--- src/rtl/rsa_result_axi_writer_if.sv ---
// AXI4 write-channel bundle between the RSA result writer (master) and SRAM_INTERFACE (slave).
interface rsa_result_axi_writer_if #(
    parameter int ADDR_WIDTH = 32,
    parameter int DATA_WIDTH = 32
);
    logic [3:0]            M_AXI_AWID;
    logic [ADDR_WIDTH-1:0] M_AXI_AWADDR;
    logic [7:0]            M_AXI_AWLEN;
    logic [2:0]            M_AXI_AWSIZE;
    logic [1:0]            M_AXI_AWBURST;
    logic                  M_AXI_AWVALID;
    logic                  M_AXI_AWREADY;
    logic [DATA_WIDTH-1:0] M_AXI_WDATA;
    logic [3:0]            M_AXI_WSTRB;
    logic                  M_AXI_WLAST;
    logic                  M_AXI_WVALID;
    logic                  M_AXI_WREADY;
    logic [3:0]            M_AXI_BID;
    logic [1:0]            M_AXI_BRESP;
    logic                  M_AXI_BVALID;
    logic                  M_AXI_BREADY;

    modport master (
        output M_AXI_AWID, M_AXI_AWADDR, M_AXI_AWLEN, M_AXI_AWSIZE, M_AXI_AWBURST, M_AXI_AWVALID,
        output M_AXI_WDATA, M_AXI_WSTRB, M_AXI_WLAST, M_AXI_WVALID, M_AXI_BREADY,
        input  M_AXI_AWREADY, M_AXI_WREADY, M_AXI_BID, M_AXI_BRESP, M_AXI_BVALID
    );

    modport slave (
        input  M_AXI_AWID, M_AXI_AWADDR, M_AXI_AWLEN, M_AXI_AWSIZE, M_AXI_AWBURST, M_AXI_AWVALID,
        input  M_AXI_WDATA, M_AXI_WSTRB, M_AXI_WLAST, M_AXI_WVALID, M_AXI_BREADY,
        output M_AXI_AWREADY, M_AXI_WREADY, M_AXI_BID, M_AXI_BRESP, M_AXI_BVALID
    );
endinterface

--- src/rtl/rsa_result_axi_writer.sv ---
// Drains the FWFT RSA result FIFO into memory as INCR AXI4 write bursts, one burst in flight,
// bursts capped at MAX_BURST beats and never crossing a 4 KB boundary.
module rsa_result_axi_writer #(
    parameter int ADDR_WIDTH = 32,
    parameter int DATA_WIDTH = 32,
    parameter int CNT_WIDTH  = 16,
    parameter int MAX_BURST  = 16
) (
    input  logic                  clk,
    input  logic                  rst,
    input  logic                  start,
    input  logic [ADDR_WIDTH-1:0] base_addr,
    input  logic [CNT_WIDTH-1:0]  word_cnt,
    output logic                  busy,
    output logic                  done,
    output logic                  err,
    input  logic [DATA_WIDTH-1:0] fifo_dout,
    input  logic                  fifo_empty,
    output logic                  fifo_rd_en,
    rsa_result_axi_writer_if.master axi
);
    localparam logic [2:0] ST_IDLE = 3'd0;
    localparam logic [2:0] ST_CALC = 3'd1;
    localparam logic [2:0] ST_AW   = 3'd2;
    localparam logic [2:0] ST_W    = 3'd3;
    localparam logic [2:0] ST_B    = 3'd4;
    localparam logic [2:0] ST_DONE = 3'd5;

    logic [2:0]            state_q,  state_d;
    logic [ADDR_WIDTH-1:0] addr_q,   addr_d;
    logic [CNT_WIDTH-1:0]  rem_q,    rem_d;
    logic [8:0]            len_q,    len_d;
    logic [7:0]            beat_q,   beat_d;
    logic [ADDR_WIDTH-1:0] awaddr_q, awaddr_d;
    logic [7:0]            awlen_q,  awlen_d;
    logic                  err_q,    err_d;

    logic [8:0]            len_calc;
    logic [CNT_WIDTH-1:0]  rem_after;
    logic                  aw_hs, w_valid, w_hs, b_hs;
    logic                  unused_bid;

    // Burst length limited by words left, MAX_BURST and the room before the next 4 KB page.
    function automatic logic [8:0] calc_len(input logic [CNT_WIDTH-1:0] rem, input logic [11:0] off);
        logic [31:0] lim;
        logic [31:0] room;
        room = (32'd4096 - {20'd0, off}) >> 2;
        lim  = 32'(rem);
        if (lim > 32'(MAX_BURST)) lim = 32'(MAX_BURST);
        if (lim > room)           lim = room;
        return 9'(lim);
    endfunction

    assign len_calc  = calc_len(rem_q, addr_q[11:0]);
    assign rem_after = rem_q - CNT_WIDTH'(len_q);
    assign aw_hs     = (state_q == ST_AW) && axi.M_AXI_AWREADY;
    assign w_valid   = (state_q == ST_W) && !fifo_empty;
    assign w_hs      = w_valid && axi.M_AXI_WREADY;
    assign b_hs      = (state_q == ST_B) && axi.M_AXI_BVALID;

    always_comb begin
        state_d  = state_q;
        addr_d   = addr_q;
        rem_d    = rem_q;
        len_d    = len_q;
        beat_d   = beat_q;
        awaddr_d = awaddr_q;
        awlen_d  = awlen_q;
        err_d    = err_q;
        case (state_q)
            ST_IDLE: begin
                if (start) begin
                    addr_d  = base_addr & ~ADDR_WIDTH'(3);
                    rem_d   = word_cnt;
                    err_d   = 1'b0;
                    state_d = (word_cnt == '0) ? ST_DONE : ST_CALC;
                end
            end
            ST_CALC: begin
                len_d    = len_calc;
                awaddr_d = addr_q;
                awlen_d  = 8'(len_calc - 9'd1);
                beat_d   = 8'd0;
                state_d  = ST_AW;
            end
            ST_AW: begin
                if (aw_hs) state_d = ST_W;
            end
            ST_W: begin
                if (w_hs) begin
                    if (beat_q == awlen_q) begin
                        beat_d  = 8'd0;
                        state_d = ST_B;
                    end else begin
                        beat_d = beat_q + 8'd1;
                    end
                end
            end
            ST_B: begin
                // An error response is recorded but the transfer carries on.
                if (b_hs) begin
                    err_d   = err_q | (axi.M_AXI_BRESP != 2'b00);
                    addr_d  = addr_q + ADDR_WIDTH'({len_q, 2'b00});
                    rem_d   = rem_after;
                    state_d = (rem_after == '0) ? ST_DONE : ST_CALC;
                end
            end
            ST_DONE: state_d = ST_IDLE;
            default: state_d = ST_IDLE;
        endcase
    end

    always_ff @(posedge clk) begin
        if (rst) begin
            state_q  <= ST_IDLE;
            addr_q   <= '0;
            rem_q    <= '0;
            len_q    <= '0;
            beat_q   <= '0;
            awaddr_q <= '0;
            awlen_q  <= '0;
            err_q    <= 1'b0;
        end else begin
            state_q  <= state_d;
            addr_q   <= addr_d;
            rem_q    <= rem_d;
            len_q    <= len_d;
            beat_q   <= beat_d;
            awaddr_q <= awaddr_d;
            awlen_q  <= awlen_d;
            err_q    <= err_d;
        end
    end

    assign busy       = (state_q == ST_CALC) || (state_q == ST_AW) ||
                        (state_q == ST_W)    || (state_q == ST_B);
    assign done       = (state_q == ST_DONE);
    assign err        = err_q;
    assign fifo_rd_en = w_hs;

    assign axi.M_AXI_AWID    = 4'h0;
    assign axi.M_AXI_AWADDR  = awaddr_q;
    assign axi.M_AXI_AWLEN   = awlen_q;
    assign axi.M_AXI_AWSIZE  = 3'b010;
    assign axi.M_AXI_AWBURST = 2'b01;
    assign axi.M_AXI_AWVALID = (state_q == ST_AW);
    assign axi.M_AXI_WDATA   = fifo_dout;
    assign axi.M_AXI_WSTRB   = 4'hF;
    assign axi.M_AXI_WLAST   = (state_q == ST_W) && (beat_q == awlen_q);
    assign axi.M_AXI_WVALID  = w_valid;
    assign axi.M_AXI_BREADY  = (state_q == ST_B);

    assign unused_bid = ^axi.M_AXI_BID;
endmodule

--- src/flat_wrapper.sv ---
// flat-port wrapper written by rule: the top's interface ports become plain ports
module rsa_result_axi_writer_flat 
#(
    parameter int ADDR_WIDTH = 32,
    parameter int DATA_WIDTH = 32,
    parameter int CNT_WIDTH  = 16,
    parameter int MAX_BURST  = 16
)
  (clk, rst, start, base_addr, word_cnt, busy, done, err, fifo_dout, fifo_empty, fifo_rd_en, axi_M_AXI_AWID, axi_M_AXI_AWADDR, axi_M_AXI_AWLEN, axi_M_AXI_AWSIZE, axi_M_AXI_AWBURST, axi_M_AXI_AWVALID, axi_M_AXI_WDATA, axi_M_AXI_WSTRB, axi_M_AXI_WLAST, axi_M_AXI_WVALID, axi_M_AXI_BREADY, axi_M_AXI_AWREADY, axi_M_AXI_WREADY, axi_M_AXI_BID, axi_M_AXI_BRESP, axi_M_AXI_BVALID);
  rsa_result_axi_writer_if #(.ADDR_WIDTH(ADDR_WIDTH), .DATA_WIDTH(DATA_WIDTH)) axi_i ();
  input  logic clk;
  input  logic rst;
  input  logic start;
  input  logic [ADDR_WIDTH-1:0] base_addr;
  input  logic [CNT_WIDTH-1:0] word_cnt;
  output logic busy;
  output logic done;
  output logic err;
  input  logic [DATA_WIDTH-1:0] fifo_dout;
  input  logic fifo_empty;
  output logic fifo_rd_en;
  output wire logic [$bits(axi_i.M_AXI_AWID)-1:0] axi_M_AXI_AWID;
  output wire logic [$bits(axi_i.M_AXI_AWADDR)-1:0] axi_M_AXI_AWADDR;
  output wire logic [$bits(axi_i.M_AXI_AWLEN)-1:0] axi_M_AXI_AWLEN;
  output wire logic [$bits(axi_i.M_AXI_AWSIZE)-1:0] axi_M_AXI_AWSIZE;
  output wire logic [$bits(axi_i.M_AXI_AWBURST)-1:0] axi_M_AXI_AWBURST;
  output wire logic [$bits(axi_i.M_AXI_AWVALID)-1:0] axi_M_AXI_AWVALID;
  output wire logic [$bits(axi_i.M_AXI_WDATA)-1:0] axi_M_AXI_WDATA;
  output wire logic [$bits(axi_i.M_AXI_WSTRB)-1:0] axi_M_AXI_WSTRB;
  output wire logic [$bits(axi_i.M_AXI_WLAST)-1:0] axi_M_AXI_WLAST;
  output wire logic [$bits(axi_i.M_AXI_WVALID)-1:0] axi_M_AXI_WVALID;
  output wire logic [$bits(axi_i.M_AXI_BREADY)-1:0] axi_M_AXI_BREADY;
  input wire logic [$bits(axi_i.M_AXI_AWREADY)-1:0] axi_M_AXI_AWREADY;
  input wire logic [$bits(axi_i.M_AXI_WREADY)-1:0] axi_M_AXI_WREADY;
  input wire logic [$bits(axi_i.M_AXI_BID)-1:0] axi_M_AXI_BID;
  input wire logic [$bits(axi_i.M_AXI_BRESP)-1:0] axi_M_AXI_BRESP;
  input wire logic [$bits(axi_i.M_AXI_BVALID)-1:0] axi_M_AXI_BVALID;
  assign axi_M_AXI_AWID = axi_i.M_AXI_AWID;
  assign axi_M_AXI_AWADDR = axi_i.M_AXI_AWADDR;
  assign axi_M_AXI_AWLEN = axi_i.M_AXI_AWLEN;
  assign axi_M_AXI_AWSIZE = axi_i.M_AXI_AWSIZE;
  assign axi_M_AXI_AWBURST = axi_i.M_AXI_AWBURST;
  assign axi_M_AXI_AWVALID = axi_i.M_AXI_AWVALID;
  assign axi_M_AXI_WDATA = axi_i.M_AXI_WDATA;
  assign axi_M_AXI_WSTRB = axi_i.M_AXI_WSTRB;
  assign axi_M_AXI_WLAST = axi_i.M_AXI_WLAST;
  assign axi_M_AXI_WVALID = axi_i.M_AXI_WVALID;
  assign axi_M_AXI_BREADY = axi_i.M_AXI_BREADY;
  assign axi_i.M_AXI_AWREADY = axi_M_AXI_AWREADY;
  assign axi_i.M_AXI_WREADY = axi_M_AXI_WREADY;
  assign axi_i.M_AXI_BID = axi_M_AXI_BID;
  assign axi_i.M_AXI_BRESP = axi_M_AXI_BRESP;
  assign axi_i.M_AXI_BVALID = axi_M_AXI_BVALID;
  rsa_result_axi_writer #(.ADDR_WIDTH(ADDR_WIDTH), .DATA_WIDTH(DATA_WIDTH), .CNT_WIDTH(CNT_WIDTH), .MAX_BURST(MAX_BURST)) u_core (.clk(clk), .rst(rst), .start(start), .base_addr(base_addr), .word_cnt(word_cnt), .busy(busy), .done(done), .err(err), .fifo_dout(fifo_dout), .fifo_empty(fifo_empty), .fifo_rd_en(fifo_rd_en), .axi(axi_i));
endmodule
--- config.mk ---
export PLATFORM = sky130hd
export DESIGN_NAME = rsa_result_axi_writer_flat
export DESIGN_NICKNAME = d
export VERILOG_FILES = /design/src/rtl/rsa_result_axi_writer_if.sv /design/src/rtl/rsa_result_axi_writer.sv /design/src/flat_wrapper.sv
export SDC_FILE = /design/constraint.sdc
export NUM_CORES = 1
export LEC_CHECK = 0
export BUFFER_PORTS_ARGS = -buffer_cell sky130_fd_sc_hd__buf_2
export CORE_ASPECT_RATIO = 1.5
export CORE_UTILIZATION = 55
export CTS_BUF_LIST = sky130_fd_sc_hd__clkbuf_8
export DETAILED_ROUTE_END_ITERATION = 10
export GPL_ROUTABILITY_DRIVEN = 0
export HOLD_SLACK_MARGIN = 0.02
export PLACE_DENSITY = 0.83
export SYNTH_ARGS = -nofsm -noshare
export SYNTH_HDL_FRONTEND = slang
export SYNTH_SLANG_ARGS = --single-unit
--- constraint.sdc ---
create_clock -name clk -period 4.29 [get_ports clk]
set_input_delay 0.858 -clock clk [delete_from_list [all_inputs] [get_ports clk]]
set_output_delay 0.858 -clock clk [all_outputs]
set_load 0.01 [all_outputs]
# [After elaboration in Yosys (flattened, before gate mapping)]
# Cells that the tools add are included.
# W data, S select, Z words.
[op_classes] addsub=5 multipliers=0 n_div=0 magnitude_cmp=2 n_eq_ne=11 shifts=0 n_mux=22 bitwise=1 reduce_logical=18
[ops] operator="$mux W32" count=2
[ops] operator="$pmux W32 S2" count=1
[ops] operator="$mux W16" count=3
[ops] operator="$add A32 B11 Y32" count=1
[ops] operator="$logic_not A16 Y1" count=2
[ops] operator="$pmux W16 S2" count=1
[ops] operator="$gt A16 B30 Y1" count=1
[ops] operator="$mux W3" count=7
[ops] operator="$gt A16 B5 Y1 const B" count=1
[ops] operator="$mux W8" count=2
[ops] operator="$pmux W8 S2" count=1
[ops] operator="$sub A16 B9 Y16" count=1
[ops] operator="$pmux W3 S5" count=1
[ops] operator="$sub A13 B12 Y14 const A" count=1
[ops] operator="$mux W9" count=1
[ops] operator="$add A8 B1 Y8 const B" count=1
[ops] operator="$eq A8 B8 Y1" count=1
[ops] operator="$sub A8 B1 Y8 const B" count=1
[ops] operator="$eq A3 B2 Y1 const B" count=2
[ops] operator="$eq A3 B3 Y1 const B" count=2
[ops] operator="$ne A2 B2 Y1 const B" count=3
[ops] operator="$reduce_bool A2 Y1" count=3
[ops] operator="$logic_and A1 B1 Y1" count=5
[ops] operator="$reduce_and A5 Y1" count=1
[ops] operator="other kinds (10)" count=14
[word_totals] ff_bits=109 latchBits=0 ram_bits=0 rom_bits=0 output_inout_bits=93 n_memories=0

# [Longest topological paths before layout]
[logic_depth] depth_word=5 ltp_mapped=20

# [Least setup slack after synthesis]
# OpenSTA, ideal clock, no wires.
[synth_timing] path_type="register -> register" start="reg u_core.addr_q[2]" end="reg u_core.awlen_q[4], in the netlist u_core.axi.M_AXI_AWLEN[4]" setup_time_ns=0.069 arrival_ns=3.558 t_required_ns=4.221 slack_ns=0.663 stages_incl_launch_ff=21 synth_period_minus_slack_ns=3.627 path_cell_list="dfxtp_1 -> buf_6 -> inv_1 -> ha_1 -> nor3b_1 -> xnor2_1 -> inv_1 -> ha_1 -> a21oi_1 -> a21boi_0 -> o31ai_1 -> a21oi_1 -> buf_2 -> nor2_1 -> a21oi_1 -> ha_1 -> clkbuf_1 -> a21oi_1 -> a211oi_1 -> o31ai_1 -> o21ai_1"
[synth_between] elab_chain_len=4
[synth_rtl] item="start, declared" line="rsa_result_axi_writer.sv:30" source="logic [ADDR_WIDTH-1:0] addr_q, addr_d;"
[synth_rtl] item="start signal, assigned" line="rsa_result_axi_writer.sv:125" source="addr_q <= addr_d;"
[synth_rtl] item="$sub A13 B12 Y14 *" line="rsa_result_axi_writer.sv:47" source="room = (32'd4096 - {20'd0, off}) >> 2;"
[synth_rtl] item="$gt A16 B30 Y1" line="rsa_result_axi_writer.sv:50" source="if (lim > room) lim = room;"
[synth_rtl] item="$mux W9 *" line="rsa_result_axi_writer.sv:50"
[synth_rtl] item="$sub A8 B1 Y8 *" line="rsa_result_axi_writer.sv:82" source="awlen_d = 8'(len_calc - 9'd1);"
[synth_rtl] item="end signal, assigned" line="rsa_result_axi_writer.sv:130" source="awlen_q <= awlen_d;"
[synth_rtl] item="end, declared" line="rsa_result_axi_writer.sv:35" source="logic [7:0] awlen_q, awlen_d;"
# Every way passes the cells marked *; elsewhere a longest branch is shown, timed or not.
# A chain may end at the register's enable or synchronous reset.

# [Final worst setup path]
[layout_timing] start="reg u_core.addr_q[3]" end="reg u_core.awlen_q[4], in the netlist u_core.axi.M_AXI_AWLEN[4]"
# Same word-level chain as after synthesis.

==> reports/metrics.cfg <==
[status]
status = completed

[timing]
slew_violations = 0
final-setup-viol-count = 0
rsz0062_at_grt = false
max_freq_mhz = 264
period_share = 0.883
worst_pin_slew_ns = 0.915
max_slew_margin = 0.388
hold_violations = 0
setup_tns_ns = 0
finalCriticalPeriod_ns = 3.79
fin_worst_skew_ns = 0.0123

[synthesis]
synth_edf_count = 0
seq_area_frac_synth = 0.304
synth_top_area_frac = 0.304
synth_xor_area_frac = 0.0494
ys.warnings.count = 0
syn-instance-count = 900
synthMuxAreaShare = 0.0147
yosys.area.top_type = dfxtp_1
synth_seq_cells = 105
synth_top_family_by_area = simple AND/OR/NAND/NOR gates
synthSimpleGateAreaFrac = 0.267
yosys.cell_types.count = 80
syn-cell-area_um2 = 6920
synth_area_leaders = dfxtp_1, nand2_1, a21oi_1
synth_fa_ha_area_frac = 0.0637
synthArstFlopShare = 0
syn_avg_cell_area_um2 = 7.69
synth_compound_area_frac = 0.200
synth_top_flop_cell = dfxtp_1

[critical_path]
cp_slowest_cell = a21oi_1
cp.required_ns = 4.62
path_delay_family = compound AO/OA/AOI/OAI gates
rr_startpoint = u_core.addr_q[3]$_SDFFE_PP0P_
reg2reg_depth = 16
cp-end-kind = flip-flop
r2r_slack_ns = 0.50
worstPathCellList = inv_1 > ha_1 > nor3b_1 > xnor2_1 > inv_1 > ha_1 > nand4_1 > a21oi_1 > o31ai_1 > a21oi_1 > mux2i_1 > ha_1 > a21oi_1 > a211oi_1 > o31ai_1 > o21ai_1
criticalPathCategory = reg -> reg
arrival_ns = 4.12
crit_fanout = 7
rr_endpoint = u_core.axi.M_AXI_AWLEN[4]$_SDFFE_PP0P_
path_buf_inv = 2
critPathMaxStageDelay_ns = 0.49
worstSetupStartpointType = flip-flop

[global_routing]
grt.total_usage = 0.281
grt_pass1_vias = 6141
grt_start_max_net_pins = 72
antenna_found_initial = 0
grt-ovfl-total = 0
grt_pass1_wl_um = 29200

[drt]
drtIter0Drc = 447
vias_per_cell = 5.92
drtPass1Iterations = 5
drc = 0
wirelength_um = 17800
ant_nets = 0
via_count = 6525
wl_per_cell_um = 16.2

[cells_and_area]
final_common_cell = nand2_1
final_cell_mix = nand2_1, dfxtp_1, nor2_1
fin_cells = 1103
multi_input_area_um2 = 4210
fillers = 1155
seqCellArea_um2 = 2100
nets = 1073
areaGrowthSynthToFinish_pct = 6.86
drive_above_1_share = 0.169
post-route-util = 0.609
diodes = 0

[clock_network]
clock_latency_ns = 0.38
clock-root-buffer = clkbuf_8
cts.htree.levels = 3
cts_buffers = 9
cts_sinks = 105
clkTransAtPathRegs_ns = 0.11
postCtsSetupRepairBufs = 0
cts_tree = built
ctsResizeCount = 0
clock_path_buffers = 2
hold_buffers = 0

[hold_path]
hp-class = reg -> reg
holdCritStartpoint = u_core.axi.M_AXI_AWADDR[6]$_SDFFE_PP0P_
hold_path_end = u_core.axi.M_AXI_AWADDR[6]$_SDFFE_PP0P_
holdPathStages = 2

[floorplan]
coreArea_um2 = 12100
start_util = 0.570
rows = 49
die_y_um = 139
die_x_um = 93.6
dieArea_um2 = 13000
pin_count = 186

[power]
ir_drop_mv = 0.476
power_w = 0.00674
leakage_nw = 3.09
powerDensity_nw_per_um2 = 912

[placed_design]
dp_hpwl_um = 13200
dpl.cell_count = 1088
numPortBuffers = 100

[flow_run]
cap_viol_max_count = 0

==> stage by stage <==
step           setup slack, ns  hold WS, ns  cell area (um^2)
2_1_floorplan            0.663        0.441              6990
3_3_place_gp             0.699        0.442              7220
3_5_place_dp             0.576        0.443              7220
4_1_cts                  0.550        0.459              7390
5_1_grt                  0.141        0.476              7390
6_report                 0.500        0.458              7390
==> cell usage after synthesis, types with 5 or more instances <==
cell type and number:
clkbuf_1 30, nor4_1 19, a211oi_1 29, nor3_1 29, o211ai_1 5, a21oi_1 84, xor2_1 25, o21ai_0 19
buf_4 50, nor2_1 101, buf_2 11, o22ai_1 5, nand4_1 12, inv_1 28, mux2i_1 9, dfxtp_1 105
a311oi_1 5, xnor2_1 14, a31oi_1 8, o21a_1 10, nand3_1 11, nand2_1 130, ha_1 32, nor2b_1 9
o31ai_1 6, nand2b_1 7, a21o_1 6, or3_1 5
==> flip-flops by register name (all words and copies together), names as in the netlist <==
name                     flops
u_core.state_q               3
u_core.axi.M_AXI_AWLEN       8
u_core.err                   1
u_core.len_q                 9
u_core.addr_q               30
u_core.beat_q                8
u_core.axi.M_AXI_AWADDR     30
u_core.rem_q                16
==> worst max path at each step <==
stage,start,to,slack (ns),depth (start not counted)
3_3_place_gp,u_core.rem_q[9]$_SDFFE_PP0P_,u_core.axi.M_AXI_AWLEN[4]$_SDFFE_PP0P_,0.70,15
4_1_cts,u_core.addr_q[3]$_SDFFE_PP0P_,u_core.axi.M_AXI_AWLEN[4]$_SDFFE_PP0P_,0.55,16
3_5_place_dp,u_core.addr_q[3]$_SDFFE_PP0P_,u_core.axi.M_AXI_AWLEN[4]$_SDFFE_PP0P_,0.58,16
2_1_floorplan,u_core.addr_q[2]$_SDFFE_PP0P_,u_core.axi.M_AXI_AWLEN[4]$_SDFFE_PP0P_,0.66,20
6_report,u_core.addr_q[3]$_SDFFE_PP0P_,u_core.axi.M_AXI_AWLEN[4]$_SDFFE_PP0P_,0.50,16
5_1_grt,u_core.addr_q[3]$_SDFFE_PP0P_,u_core.axi.M_AXI_AWLEN[4]$_SDFFE_PP0P_,0.14,16
==> worst reg2reg max path, stage by stage, from the launching register on <==
cell and delay [ns]:
dfxtp_1 0.46, inv_1 0.14, ha_1 0.26, nor3b_1 0.17
xnor2_1 0.19, inv_1 0.10, ha_1 0.32, nand4_1 0.13
a21oi_1 0.16, o31ai_1 0.11, a21oi_1 0.49, mux2i_1 0.33
ha_1 0.33, a21oi_1 0.10, a211oi_1 0.24, o31ai_1 0.10
o21ai_1 0.11
==> layout make-up <==
class                           instances  share of cell area
Timing Repair Buffer                  113              0.0809
Clock inverter                          6             0.00694
Sequential cell                       105               0.285
Clock buffer                            9              0.0168
Tap cell                              153              0.0259
Inverter                               30              0.0152
Multi-Input combinational cell        687               0.570
==> logic make-up (layout without fill, tap and decap cells) <==
kind of cell             after synthesis  count (layout)
AND/OR/NAND/NOR                      370             370
AO/OA/AOI/OAI                        213             213
buffers and inverters                127             158
flip-flops                           105             105
XOR/XNOR                              39              39
adder cells (fa/ha/maj)               34              34
multiplexers                          10              10
other                                  2              21
==> layer usage <==
layer / up-vias / GRT usage / routed length, um
met3: 53 / 0.0415 / 1050
met2: 243 / 0.499 / 9120
li1: 3183 / - / -
met1: 3046 / 0.325 / 6950
met4: 0 / 0.130 / 731
met5: - / 0 / 0
==> report_power, final <==
group	total (W)	switching (W)	leakage [nW]	internal, W
sequential	0.00182	0.000484	0.861	0.00133
combinational	0.00433	0.00263	2.15	0.00170
clock	0.000586	0.000370	0.0803	0.000216
Power figures use the tool's default switching activity.
